<file path="src/rtl/fp_arith_pkg.sv">
// fp_arith_pkg: shared widths and state encoding for the FP mantissa datapath.
`default_nettype none

package fp_arith_pkg;
  localparam int MW = 24;
  localparam int PW = 2 * MW;
  localparam int CW = 5;

  typedef enum logic [1:0] {
    IDLE = 2'd0,
    RUN  = 2'd1,
    DONE = 2'd2
  } state_t;
endpackage

`default_nettype wire

</file>
<file path="src/rtl/arith_add.sv">
// arith_add: W-bit unsigned adder with carry-out.
`default_nettype none

module arith_add #(
  parameter int W = 48
) (
  input  logic [W-1:0] a,
  input  logic [W-1:0] b,
  output logic [W-1:0] sum,
  output logic         co
);
  assign {co, sum} = {1'b0, a} + {1'b0, b};
endmodule

`default_nettype wire

</file>
<file path="src/rtl/fp_mant_mult_ctrl.sv">
// fp_mant_mult_ctrl: sequencing FSM and iteration counter for the shift-add multiplier.
`default_nettype none

module fp_mant_mult_ctrl
  import fp_arith_pkg::*;
(
  input  logic clk,
  input  logic rst,
  input  logic start,
  output logic load,
  output logic step,
  output logic finish,
  output logic busy,
  output logic done
);
  state_t          state;
  state_t          state_nxt;
  logic [CW-1:0]   cnt;

  always_ff @(posedge clk or negedge rst) begin
    if (!rst) state <= IDLE;
    else      state <= state_nxt;
  end

  always_ff @(posedge clk or negedge rst) begin
    if (!rst)      cnt <= '0;
    else if (load) cnt <= '0;
    else if (step) cnt <= cnt + 1'b1;
  end

  always_comb begin
    state_nxt = state;
    load      = 1'b0;
    step      = 1'b0;
    finish    = 1'b0;
    done      = 1'b0;
    case (state)
      IDLE: begin
        if (start) begin
          load      = 1'b1;
          state_nxt = RUN;
        end
      end
      RUN: begin
        step = 1'b1;
        if (cnt == CW'(MW - 1)) begin
          finish    = 1'b1;
          state_nxt = DONE;
        end
      end
      DONE: begin
        done      = 1'b1;
        state_nxt = IDLE;
      end
      default: state_nxt = IDLE;
    endcase
  end

  assign busy = (state != IDLE);
endmodule

`default_nettype wire

</file>
<file path="src/rtl/fp_mant_mult_seq.sv">
// fp_mant_mult_seq: radix-2 shift-and-add 24x24 mantissa multiplier, one partial product per cycle.
`default_nettype none

module fp_mant_mult_seq
  import fp_arith_pkg::*;
(
  input  logic          clk,
  input  logic          rst,
  input  logic          start,
  input  logic [MW-1:0] a,
  input  logic [MW-1:0] b,
  output logic          busy,
  output logic          done,
  output logic [PW-1:0] p
);
  logic          load;
  logic          step;
  logic          finish;
  logic [PW-1:0] mcand;
  logic [MW-1:0] mplier;
  logic [PW-1:0] acc;
  logic [PW-1:0] add_sum;
  logic [PW-1:0] acc_nxt;
  logic          unused_carry;

  fp_mant_mult_ctrl u_ctrl (
    .clk    (clk),
    .rst    (rst),
    .start  (start),
    .load   (load),
    .step   (step),
    .finish (finish),
    .busy   (busy),
    .done   (done)
  );

  // Carry-out cannot be set while accumulating: every partial sum stays below a*b < 2^PW.
  arith_add #(.W(PW)) u_add (
    .a   (acc),
    .b   (mcand),
    .sum (add_sum),
    .co  (unused_carry)
  );

  assign acc_nxt = mplier[0] ? add_sum : acc;

  always_ff @(posedge clk or negedge rst) begin
    if (!rst) begin
      mcand  <= '0;
      mplier <= '0;
      acc    <= '0;
      p      <= '0;
    end else if (load) begin
      mcand  <= {{MW{1'b0}}, a};
      mplier <= b;
      acc    <= '0;
    end else if (step) begin
      mcand  <= mcand << 1;
      mplier <= mplier >> 1;
      acc    <= acc_nxt;
      if (finish) p <= acc_nxt;
    end
  end
endmodule

`default_nettype wire

</file>
<file path="config.mk">
export PLATFORM = sky130hd
export DESIGN_NAME = fp_mant_mult_seq
export DESIGN_NICKNAME = d
export VERILOG_FILES = /design/src/rtl/fp_arith_pkg.sv /design/src/rtl/arith_add.sv /design/src/rtl/fp_mant_mult_ctrl.sv /design/src/rtl/fp_mant_mult_seq.sv
export SDC_FILE = /design/constraint.sdc
export NUM_CORES = 1
export LEC_CHECK = 0
export CORE_UTILIZATION = 41
export CTS_CLUSTER_DIAMETER = 100
export CTS_CLUSTER_SIZE = 10
export DETAILED_ROUTE_END_ITERATION = 7
export GPL_TIMING_DRIVEN = 0
export PLACE_DENSITY = 0.63
export SETUP_SLACK_MARGIN = 0.3
export SLEW_MARGIN = 25
export SYNTH_ARGS = -nofsm -noshare
export SYNTH_HDL_FRONTEND = slang
export SYNTH_SLANG_ARGS = --single-unit
</file>
<file path="constraint.sdc">
create_clock -name clk -period 6.9 [get_ports clk]
set_input_delay 1.38 -clock clk [delete_from_list [all_inputs] [get_ports clk]]
set_output_delay 1.38 -clock clk [all_outputs]
set_load 0.1 [all_outputs]
</file>
# Word-level counts from Yosys, hierarchy flattened
# Index checks and enable logic that the tools add are counted.
# totals
reg_bits	175
latchBits	0
ramBits	0
mem_bits_ro	0
input_bits	51
output_inout_bits	50
memories	0
# op_classes
n_addsub	2
mul	0
div	0
order_cmp	0
n_eq_ne	5
shifts	0
n_mux	18
bitwise_logic	1
n_reduce_logical	5
# op_table
cell	n
48-bit two-way mux	5
48-bit adder	1
24-bit two-way mux	2
5-bit two-way mux	2
1-bit two-way mux	6
5-bit by 1-bit adder with 5-bit output, second input constant	1
5-bit == test, second input constant	1
2-bit two-way mux	2
2-bit one-hot mux with 2 select lines	1
2-bit nonzero test	2
3-bit AND reduction	1
2-bit by 1-bit == test with 1-bit output, second input constant	1
2-bit == test, second input constant	1
2-bit logical NOT	1
2-bit by 1-bit != test with 1-bit output, second input constant	1
2-bit != test, second input constant	1
2-bit AND reduction	1
1-bit inverter	1

# Depth between registers and ports, before layout
# Gate-level depths: netlist of the first run.
# depth
ltp_word	4
mapped_depth	11

# Modules after synthesis
# A second synthesis of the first run with hierarchy kept.
# hier_totals
cells_unflattened	1095
area_unflattened_um2	11019.3
# by_module_without_submodules
mod	n_inst	cells_each	area_each_um2	seq_area_each_um2
fp_mant_mult_seq	1	660	7845.0	4204.0
arith_add	1	400	2822.7	0.0
fp_mant_mult_ctrl	1	35	351.6	175.2

# Worst setup path before layout of the first run
# Ideal clock, no wire load.
# synth_path
path_kind	register to output
start	register u_ctrl.state[0]
end	output done
arrival_time_ns	1.727
path_slack_ns	3.793
stages_incl_launch_ff	2
path_buffers	0
cell_sequence	dfrtp_1 nor2b_1
# synth_via
elab_chain_cells	2
# synth_lines
element	line_no	text
start: declaration	fp_mant_mult_ctrl.sv:16	state_t state;
start signal: assignment	fp_mant_mult_ctrl.sv:22	else state <= state_nxt;
2-bit == test	fp_mant_mult_ctrl.sv:37	case (state)
1-bit two-way mux	fp_mant_mult_ctrl.sv:37	
end: declaration	fp_mant_mult_seq.sv:13	output logic done,
# Every way passes these cells.

# Worst setup path in the final report of the first run
# Ends and elaborated chain as after synthesis.

==> flow_summary.json, run 1 <==
{
  "fillers": 2308,
  "place_congestion": 0.943,
  "synth-main-ff-cell": "dfrtp_1",
  "start_util": 0.417,
  "io_pins": 101,
  "die_h_um": 159,
  "cts_inserted_buffers": 17,
  "hold_buffers": 0,
  "synth_cell_type_count": 67,
  "first_iter_violations": 674,
  "asyncSetResetFlopFracSynth": 1.00,
  "whs_ns": 0.478,
  "chipWidth_um": 159,
  "core_area_sq_mm": 0.0243,
  "dr.pass1.iters": 7,
  "syn_nets": 1241,
  "rr_startpoint": "mcand[12]",
  "regArea_sq_mm": 0.00438,
  "multi_input_area_sq_mm": 0.00538,
  "crit_path_start_kind": "register",
  "synth_simple_gate_area_frac": 0.168,
  "slew-limit-headroom": 0.317,
  "tightest_slew_ns": 1.02,
  "fin_nets": 1362,
  "rr_endpoint": "acc[47]",
  "fmax_mhz": 281,
  "rsz0062_at_grt": "false",
  "clk_pin_slew_ns": 0.08,
  "finalSetupViolCount": 0,
  "yosysSeqAreaShare": 0.432,
  "clock-sinks": 175,
  "hp-class": "reg -> reg",
  "wire_per_inst_um": 18.9,
  "period_share": 0.515,
  "end_kind": "primary output",
  "p_leak_nw": 5.51,
  "finClkSkew_ns": 0.0174,
  "clk_latency_ns": 0.46,
  "antenna_found_initial": 0,
  "drive_gt1_frac": 0.0620,
  "drt-met1-wl_um": 14100,
  "finalHoldViolCount": 0,
  "crit_fanout": 4,
  "htree_levels": 4,
  "crit_start": "u_ctrl.state[0]",
  "rows": 57,
  "n_antenna_cell": 0,
  "synth_top_family_by_area": "compound AO/OA/AOI/OAI gates",
  "post_cts_buffers": 0,
  "synth_compound_area_frac": 0.231,
  "cts_root_buf": "clkbuf_16",
  "portBuffers": 100,
  "fin_crit_ns": 3.55,
  "drc_errors": 0,
  "cp.required_ns": 5.52,
  "cts_tree": "done",
  "synth_edf_count": 0,
  "fin_tns_setup_ns": 0,
  "ant_nets": 0,
  "grtUsageTotal": 0.246,
  "synthAdderAreaFrac": 0.0612,
  "syn_avg_cell_area_sq_um": 8.88,
  "hp-start": "p[28]",
  "wirelength_um": 30200,
  "first_global_vias": 8762,
  "die_area_sq_mm": 0.0254,
  "hpwlAfterDp_um": 22200,
  "worst-r2r-cell-count": 11,
  "grt_max_degree": 85,
  "crit_slowest_cell": "clkdlybuf4s50_1",
  "gr-total-overflow": 0,
  "yosysWarnings": 0,
  "crit_path_end": "done",
  "vias_per_cell": 5.63,
  "maxCapViolations": 0,
  "cts_buffer_depth": 2,
  "ctsResizeCount": 0,
  "reg2reg_slack_ns": 3.56,
  "irDropWorstVdd_uv": 215,
  "synth-xor-area-share": 0.0380,
  "crit_chain": "nor2b_1, clkdlybuf4s50_1",
  "worstSetupPathType": "reg -> out",
  "vias": 8999,
  "syn_inst": 1141,
  "muxShareOfSynthArea": 0.0331,
  "report.final.slew_viol_count": 0,
  "wl_met2_um": 13800,
  "arrival_ns": 2.17,
  "grt_pass1_wl_um": 48500,
  "status": "complete, no violations",
  "synth_area_sq_mm": 0.0101,
  "top_layer_used": "met4",
  "wl_met3_um": 1740,
  "area_growth_pct": 20.6,
  "ys_ff_latch": 175,
  "power.density_mw_per_mm2": 532,
  "crit_path_max_incr_delay_ns": 1.18
}
-- cells in the mapped netlist (8+ instances only) --
cell type	n	share of area
inv_1	15	0.0056
o21ai_1	12	0.0059
a22oi_1	46	0.034
nor2_1	42	0.016
mux2i_1	31	0.031
xnor2_1	25	0.022
o21bai_1	11	0.0081
nand3_1	35	0.017
o21a_1	8	0.0059
clkbuf_1	61	0.023
and3_1	11	0.0068
xor2_1	19	0.016
a21oi_1	61	0.030
nand2_1	243	0.090
ha_1	48	0.059
o21ai_0	111	0.055
dfrtp_1	175	0.43
nor3_1	14	0.0069
buf_2	12	0.0059
nand4_1	23	0.014
a21o_1	33	0.024
a22o_1	17	0.015
-- area by class of cell --
cell class,instances,area share
flip-flops and latches,175,0.358
multi-input cells,870,0.440
well taps,324,0.0332
repair buffers,102,0.0868
plain buffers,81,0.0263
clock buffers,17,0.0348
clock inverters,15,0.0156
inverters,15,0.00461
-- where the power goes --
| part | internal [mW] | switching (mW) | leakage, nW |
|---|---|---|---|
| clock network | 0.493 | 0.511 | 0.287 |
| registers | 1.42 | 0.306 | 2.16 |
| logic | 1.25 | 2.52 | 3.06 |
-- metal layers --
layer | GRT usage | vias to the layer above
met1 | 0.340 | 4360
met3 | 0.0487 | 41
met2 | 0.390 | 287
met4 | 0.0760 | 0
met5 | 0 | -
li1 | - | 4311
-- metrics by stage --
step	instance area, sq um	setup slack [ns]	instances	power (mW)	util
global route	12200	3.28	1599	6.95	0.502
detailed placement	11600	3.35	1567	5.47	0.477
global placement	11500	-3.05	1565	5.40	0.475
finish	12200	3.35	1599	6.50	0.502
floorplan	10100	3.79	1141	4.45	-
CTS	12200	3.34	1599	6.49	0.502
-- worst min path at each step --
stage	depth (start not counted)	slack, ns	to
6_report	2	0.48	p[28]
3_3_place_gp	2	0.46	mplier[2]
3_5_place_dp	2	0.46	mplier[5]
5_1_grt	2	0.50	mplier[3]
4_1_cts	2	0.49	mplier[3]
2_1_floorplan	2	0.45	mplier[10]
-- cell families after synthesis --
family	count (synthesis)
AOI/OAI and AO/OA	352
xor gates and xnor gates	44
adders and majority gates	49
buffers and inverters	96
DFF	175
muxes	33
and+or+nand+nor	392
-- sequential cells by signal, summed over array words and instances, names as in the netlist --
register and cells:
acc 48, mcand 48, p 48, mplier 24, u_ctrl.cnt 5, u_ctrl.state 2
-- layout by cell type, fill, tap and decap left out, drive strengths merged, types with 20 or more instances in the layout --
cell           instances
inv                   20
dfrtp                175
nand4                 23
buf                   21
clkbuf                80
a21oi                 68
nand3                 35
nor2                  43
a22oi                 46
mux2i                 32
xnor2                 25
clkdlybuf4s50         99
ha                    48
a21o                  33
nand2                243
o21ai                124
-- critical path, delay by kind of cell (launching register included) --
| family | cells | cell delay [ns] |
|---|---|---|
| buf+inv | 1 | 1.18 |
| flops | 1 | 0.41 |
| simple gates | 1 | 0.13 |
No activity file was read; power rests on OpenSTA's default activity.
==> inputs of run 2 (changes only) <==
PLACE_DENSITY = 0.65   (was 0.63)
clock period = 3.1 ns   (was 6.9 ns; I/O delays follow)
==> flow_summary.json, run 2 (synthesis gave the netlist of run 1 again) <==
{
  "rows": 57,
  "cts_root_buf": "clkbuf_16",
  "grt_pass1_wl_um": 49400,
  "fmax_mhz": 340,
  "cts_inserted_buffers": 17,
  "period_share": 0.948,
  "stdcell_count": 1644,
  "hp-class": "in -> async",
  "dr.pass1.iters": 6,
  "crit_chain": "ha_2, fa_2, a21oi_4, o211a_4, a2bb2oi_4, a211o_4, a2111oi_4, nor3_4, xor2_1, o21ai_1, mux2_2",
  "drc_errors": 0,
  "die_area_sq_mm": 0.0254,
  "drive_gt1_frac": 0.142,
  "p_leak_nw": 5.86,
  "worstSetupPathType": "reg -> reg",
  "n_antenna_cell": 0,
  "slew-limit-headroom": 0.317,
  "reg2reg_slack_ns": 0.16,
  "clk_latency_ns": 0.45,
  "worst-path-buf-inv": 0,
  "htree_levels": 4,
  "fin_crit_ns": 2.94,
  "core_area_sq_mm": 0.0243,
  "layout_commonest_cell": "nand2_1",
  "start_util": 0.417,
  "irDropWorstVdd_uv": 583,
  "postLayoutCoreUtil": 0.541,
  "arrival_ns": 3.27,
  "finalHoldViolCount": 0,
  "ant_nets": 0,
  "grtUsageTotal": 0.249,
  "antenna_found_initial": 1,
  "finalInstanceArea_sq_mm": 0.0132,
  "rsz0062_at_grt": "true",
  "power.density_mw_per_mm2": 1210,
  "post-place-cells": 1567,
  "tightest_slew_ns": 1.02,
  "maxCapViolations": 0,
  "finClkSkew_ns": 0.0216,
  "first_iter_violations": 688,
  "report.final.slew_viol_count": 0,
  "first_global_vias": 9022,
  "cp.required_ns": 3.43,
  "clk_pin_slew_ns": 0.08,
  "finalSetupViolCount": 0,
  "io_pins": 101,
  "clock-sinks": 175,
  "status": "complete, no violations",
  "crit_family": "compound AO/OA/AOI/OAI gates",
  "power_switching_mw": 7.96,
  "worst-r2r-cell-count": 11,
  "largestRegisters": "acc (48), mcand (48), p (48)",
  "whs_ns": 0.172,
  "wirelength_um": 31000,
  "area_growth_pct": 29.8,
  "crit_fanout": 3,
  "crit_path_start_kind": "register",
  "rr_startpoint": "acc[0]",
  "cts_buffer_depth": 2,
  "gr-total-overflow": 0,
  "rr_endpoint": "p[34]",
  "intPower_mw": 7.94,
  "p_comb_frac": 0.612,
  "cts_tree": "done",
  "crit_path_max_incr_delay_ns": 0.42,
  "fin_tns_setup_ns": 0,
  "switching_share": 0.501,
  "place_area_sq_mm": 0.0116,
  "end_kind": "register",
  "hpwlAfterDp_um": 22000,
  "layout_common_cells": "239 x nand2_1, 174 x dfrtp_1, 101 x o21ai_0, 97 x clkdlybuf4s50_1, 54 x clkbuf_1",
  "vias_per_cell": 5.59,
  "wire_per_inst_um": 18.8,
  "clkPwrFrac": 0.145,
  "chipWidth_um": 159,
  "fin_nets": 1407,
  "vias": 9183,
  "pwr-share-seq": 0.243,
  "fillers": 2192,
  "crit_slowest_cell": "a2111oi_4",
  "place_congestion": 0.926,
  "portBuffers": 100,
  "die_h_um": 159,
  "grt_max_degree": 90
}
run 2: cell count changes in the layout (fill, tap and decap cells not counted), moves of 5 or more:
cell	change
buf_4	+43
ha_1	-12
clkbuf_1	-7
ha_2	+5
a21oi_4	+9
ha_4	+7
buf_6	+6
o21ai_1	+6
o21ai_0	-10
a21oi_1	-13
run 2: cell type report:
class                   instances  area [sq um]  share of cell area
inverters                      15          56.3             0.00428
clock inverters                15           206              0.0157
flip-flops and latches        175          4380               0.333
multi-input cells             870          5910               0.449
plain buffers                  81           353              0.0268
well taps                     324           405              0.0308
repair buffers                147          1420               0.108
clock buffers                  17           425              0.0323
run 2: worst max-delay path by stage:
stage / startpoint / end / slack (ns) / cells after the start
after floorplan: mcand[0] / p[34] / 0.37 / 11
after global placement: rst / mcand[9] / -6.10 / 1
after detailed placement: mcand[0] / p[34] / -0.22 / 11
after CTS: acc[12] / acc[47] / 0.22 / 12
after global routing: mcand[12] / acc[47] / 0.08 / 12
final: acc[0] / p[34] / 0.16 / 11
run 2: metal layers:
metal,GRT usage,vias up,wire [um]
met1,0.342,4473,14300
met2,0.398,268,14200
met3,0.0511,43,1830
met4,0.0708,0,630
met5,0,-,0
li1,-,4399,-
run 2: what timing repair did:
item	4_1_cts	5_1_grt
endpoints found under the setup margin	49	41
buffers inserted	23	21
resized for setup	62	63
hold buffers	0	0
pin swaps	29	38
run 2: stage by stage:
| stage | setup slack [ns] | power (mW) |
|---|---|---|
| after floorplan | 0.366 | 9.91 |
| after global placement | -6.10 | 12.0 |
| after detailed placement | -0.216 | 12.2 |
| after CTS | 0.217 | 15.2 |
| after global routing | 0.0770 | 16.9 |
| final | 0.161 | 15.9 |
run 2: worst reg2reg max path: stages, from the launching register on:
cell	delay (ns)
dfrtp_1	0.39
ha_2	0.22
fa_2	0.25
a21oi_4	0.08
o211a_4	0.26
a2bb2oi_4	0.16
a211o_4	0.36
a2111oi_4	0.42
nor3_4	0.09
xor2_1	0.22
o21ai_1	0.10
mux2_2	0.29
run 2: power by group through the flow:
stage / clock [mW] / sequential, mW / combinational (mW)
4_1_cts: 2.33 / 3.85 / 9.02
3_5_place_dp: 0 / 3.86 / 8.29
6_report: 2.30 / 3.86 / 9.74
2_1_floorplan: 0 / 4.77 / 5.15
5_1_grt: 2.42 / 3.97 / 10.5
3_3_place_gp: 0 / 3.84 / 8.17
==> inputs of run 3 (changes only) <==
PLACE_DENSITY = 0.64   (was 0.65)
SYNTH_HIERARCHICAL = 1   (was default)
==> flow_summary.json, run 3 <==
{
  "vias": 9087,
  "syn_nets": 1189,
  "cp.required_ns": 3.42,
  "finClkSkew_ns": 0.0117,
  "io_pins": 101,
  "dr.pass1.iters": 7,
  "start_util": 0.420,
  "fmax_mhz": 299,
  "antenna_found_initial": 0,
  "drc_errors": 4,
  "hp-class": "reg -> reg",
  "largestRegisters": "acc (48), mcand (48), p (48)",
  "clk_pin_slew_ns": 0.07,
  "wire_per_inst_um": 18.2,
  "portBuffers": 100,
  "rr_startpoint": "mcand[12]",
  "period_share": 1.08,
  "rsz0062_at_grt": "true",
  "stdcell_count": 1627,
  "report.final.slew_viol_count": 0,
  "synth_area_sq_mm": 0.0110,
  "fin_tns_setup_ns": -2.31,
  "gr-total-overflow": 0,
  "cts_tree": "done",
  "status": "complete, but fails checks",
  "tightest_slew_ns": 1.05,
  "rows": 59,
  "grt_max_degree": 81,
  "power.density_mw_per_mm2": 1190,
  "area_growth_pct": 33.3,
  "whs_ns": 0.510,
  "layout_commonest_cell": "dfrtp_1",
  "fin_crit_ns": 3.34,
  "arrival_ns": 3.67,
  "drive_gt1_frac": 0.316,
  "slew-limit-headroom": 0.300,
  "post-place-ws_ns": -0.319,
  "finalSetupViolCount": 22,
  "crit_start": "mcand[12]",
  "chipWidth_um": 166,
  "grt_pass1_wl_um": 46700,
  "maxCapViolations": 0,
  "yosysWarnings": 6,
  "fin_nets": 1380,
  "cts_root_buf": "clkbuf_16",
  "rr_endpoint": "p[45]",
  "clock-sinks": 175,
  "first_global_vias": 8846,
  "end_kind": "register",
  "layout_common_cells": "173 x dfrtp_1, 97 x clkdlybuf4s50_1, 85 x nand2_1, 71 x mux2i_1, 69 x a21oi_1",
  "ant_nets": 0,
  "grtUsageTotal": 0.211,
  "irDropWorstVdd_uv": 452,
  "htree_levels": 4,
  "vias_per_cell": 5.59,
  "finalHoldViolCount": 0,
  "die_area_sq_mm": 0.0274,
  "cts_buffer_depth": 2,
  "post-place-cells": 1525,
  "crit_fanout": 4,
  "wirelength_um": 29600,
  "crit_path_start_kind": "register",
  "fillers": 2290,
  "violations": "design-rule violations, negative setup slack",
  "worst-r2r-cell-count": 13,
  "place_congestion": 0.876,
  "syn_inst": 1088,
  "core_area_sq_mm": 0.0261,
  "crit_path_end": "p[45]",
  "worstSetupPathType": "reg -> reg",
  "die_h_um": 166,
  "multi_input_area_sq_mm": 0.00715,
  "clk_latency_ns": 0.44,
  "p_leak_nw": 7.02,
  "finalPower_mw": 17.4,
  "n_antenna_cell": 0,
  "syn_avg_cell_area_sq_um": 10.1,
  "regArea_sq_mm": 0.00438,
  "timing.final.ws_setup_ns": -0.243,
  "first_iter_violations": 624,
  "cts_inserted_buffers": 17,
  "hpwlAfterDp_um": 20000,
  "reg2reg_slack_ns": -0.24
}
-- run 3: worst max-delay path, cell delays in order (launching register included) --
cell and delay [ns]:
dfrtp_1 0.39, ha_1 0.31, buf_6 0.13, a21o_1 0.17
o211ai_1 0.24, a211oi_1 0.13, and3b_4 0.34, buf_4 0.12
o22ai_2 0.05, a211o_1 0.35, a311oi_2 0.34, xnor2_1 0.14
mux2_4 0.27, mux2_4 0.25
-- run 3: how the worst min path moves through the flow --
stage | from | to | slack, ns | cells past startpoint
final | u_ctrl/cnt[3] | u_ctrl/cnt[3] | 0.51 | 1
after global routing | p[32] | p[32] | 0.53 | 1
after CTS | p[41] | p[41] | 0.51 | 1
after detailed placement | rst | u_ctrl/state[0] | 0.47 | 1
after global placement | p[40] | p[40] | 0.47 | 1
after floorplan | rst | acc[0] | 0.32 | 0
-- run 3: cell type report --
cell class / instances / area share
Sequential cell: 175 / 0.300
Clock buffer: 18 / 0.0300
Clock inverter: 14 / 0.00898
Timing Repair Buffer: 172 / 0.113
Multi-Input combinational cell: 829 / 0.489
Inverter: 5 / 0.00137
Tap cell: 335 / 0.0287
Buffer: 79 / 0.0289
-- run 3: layer usage --
layer | GRT usage | wire (um) | vias to the layer above
met5 | 0 | 0 | -
met4 | 0.0650 | 449 | 0
met3 | 0.0354 | 1480 | 46
met2 | 0.333 | 13700 | 254
met1 | 0.295 | 14000 | 4470
li1 | - | - | 4317
-- run 3: power by group --
group	internal (mW)	switching (mW)	total (mW)	leakage, nW
Clock	1.14	1.02	2.16	0.276
Sequential	3.20	0.754	3.96	2.30
Combinational	4.86	6.45	11.3	4.45
Total	9.20	8.22	17.4	7.02
-- run 3: stage by stage --
step | area [sq um] | utilization
2_1_floorplan | 11100 | -
3_3_place_gp | 12500 | 0.478
3_5_place_dp | 12500 | 0.480
4_1_cts | 14000 | 0.536
5_1_grt | 14600 | 0.560
6_report | 14600 | 0.560
-- run 3: what timing repair did --
item                                   CTS  global route
pin swaps                               49            43
endpoints found under the hold margin    3             0
resized for setup                      107            99
setup buffers                           48            21
hold buffers                             1             0
setup endpoints to repair               50            63
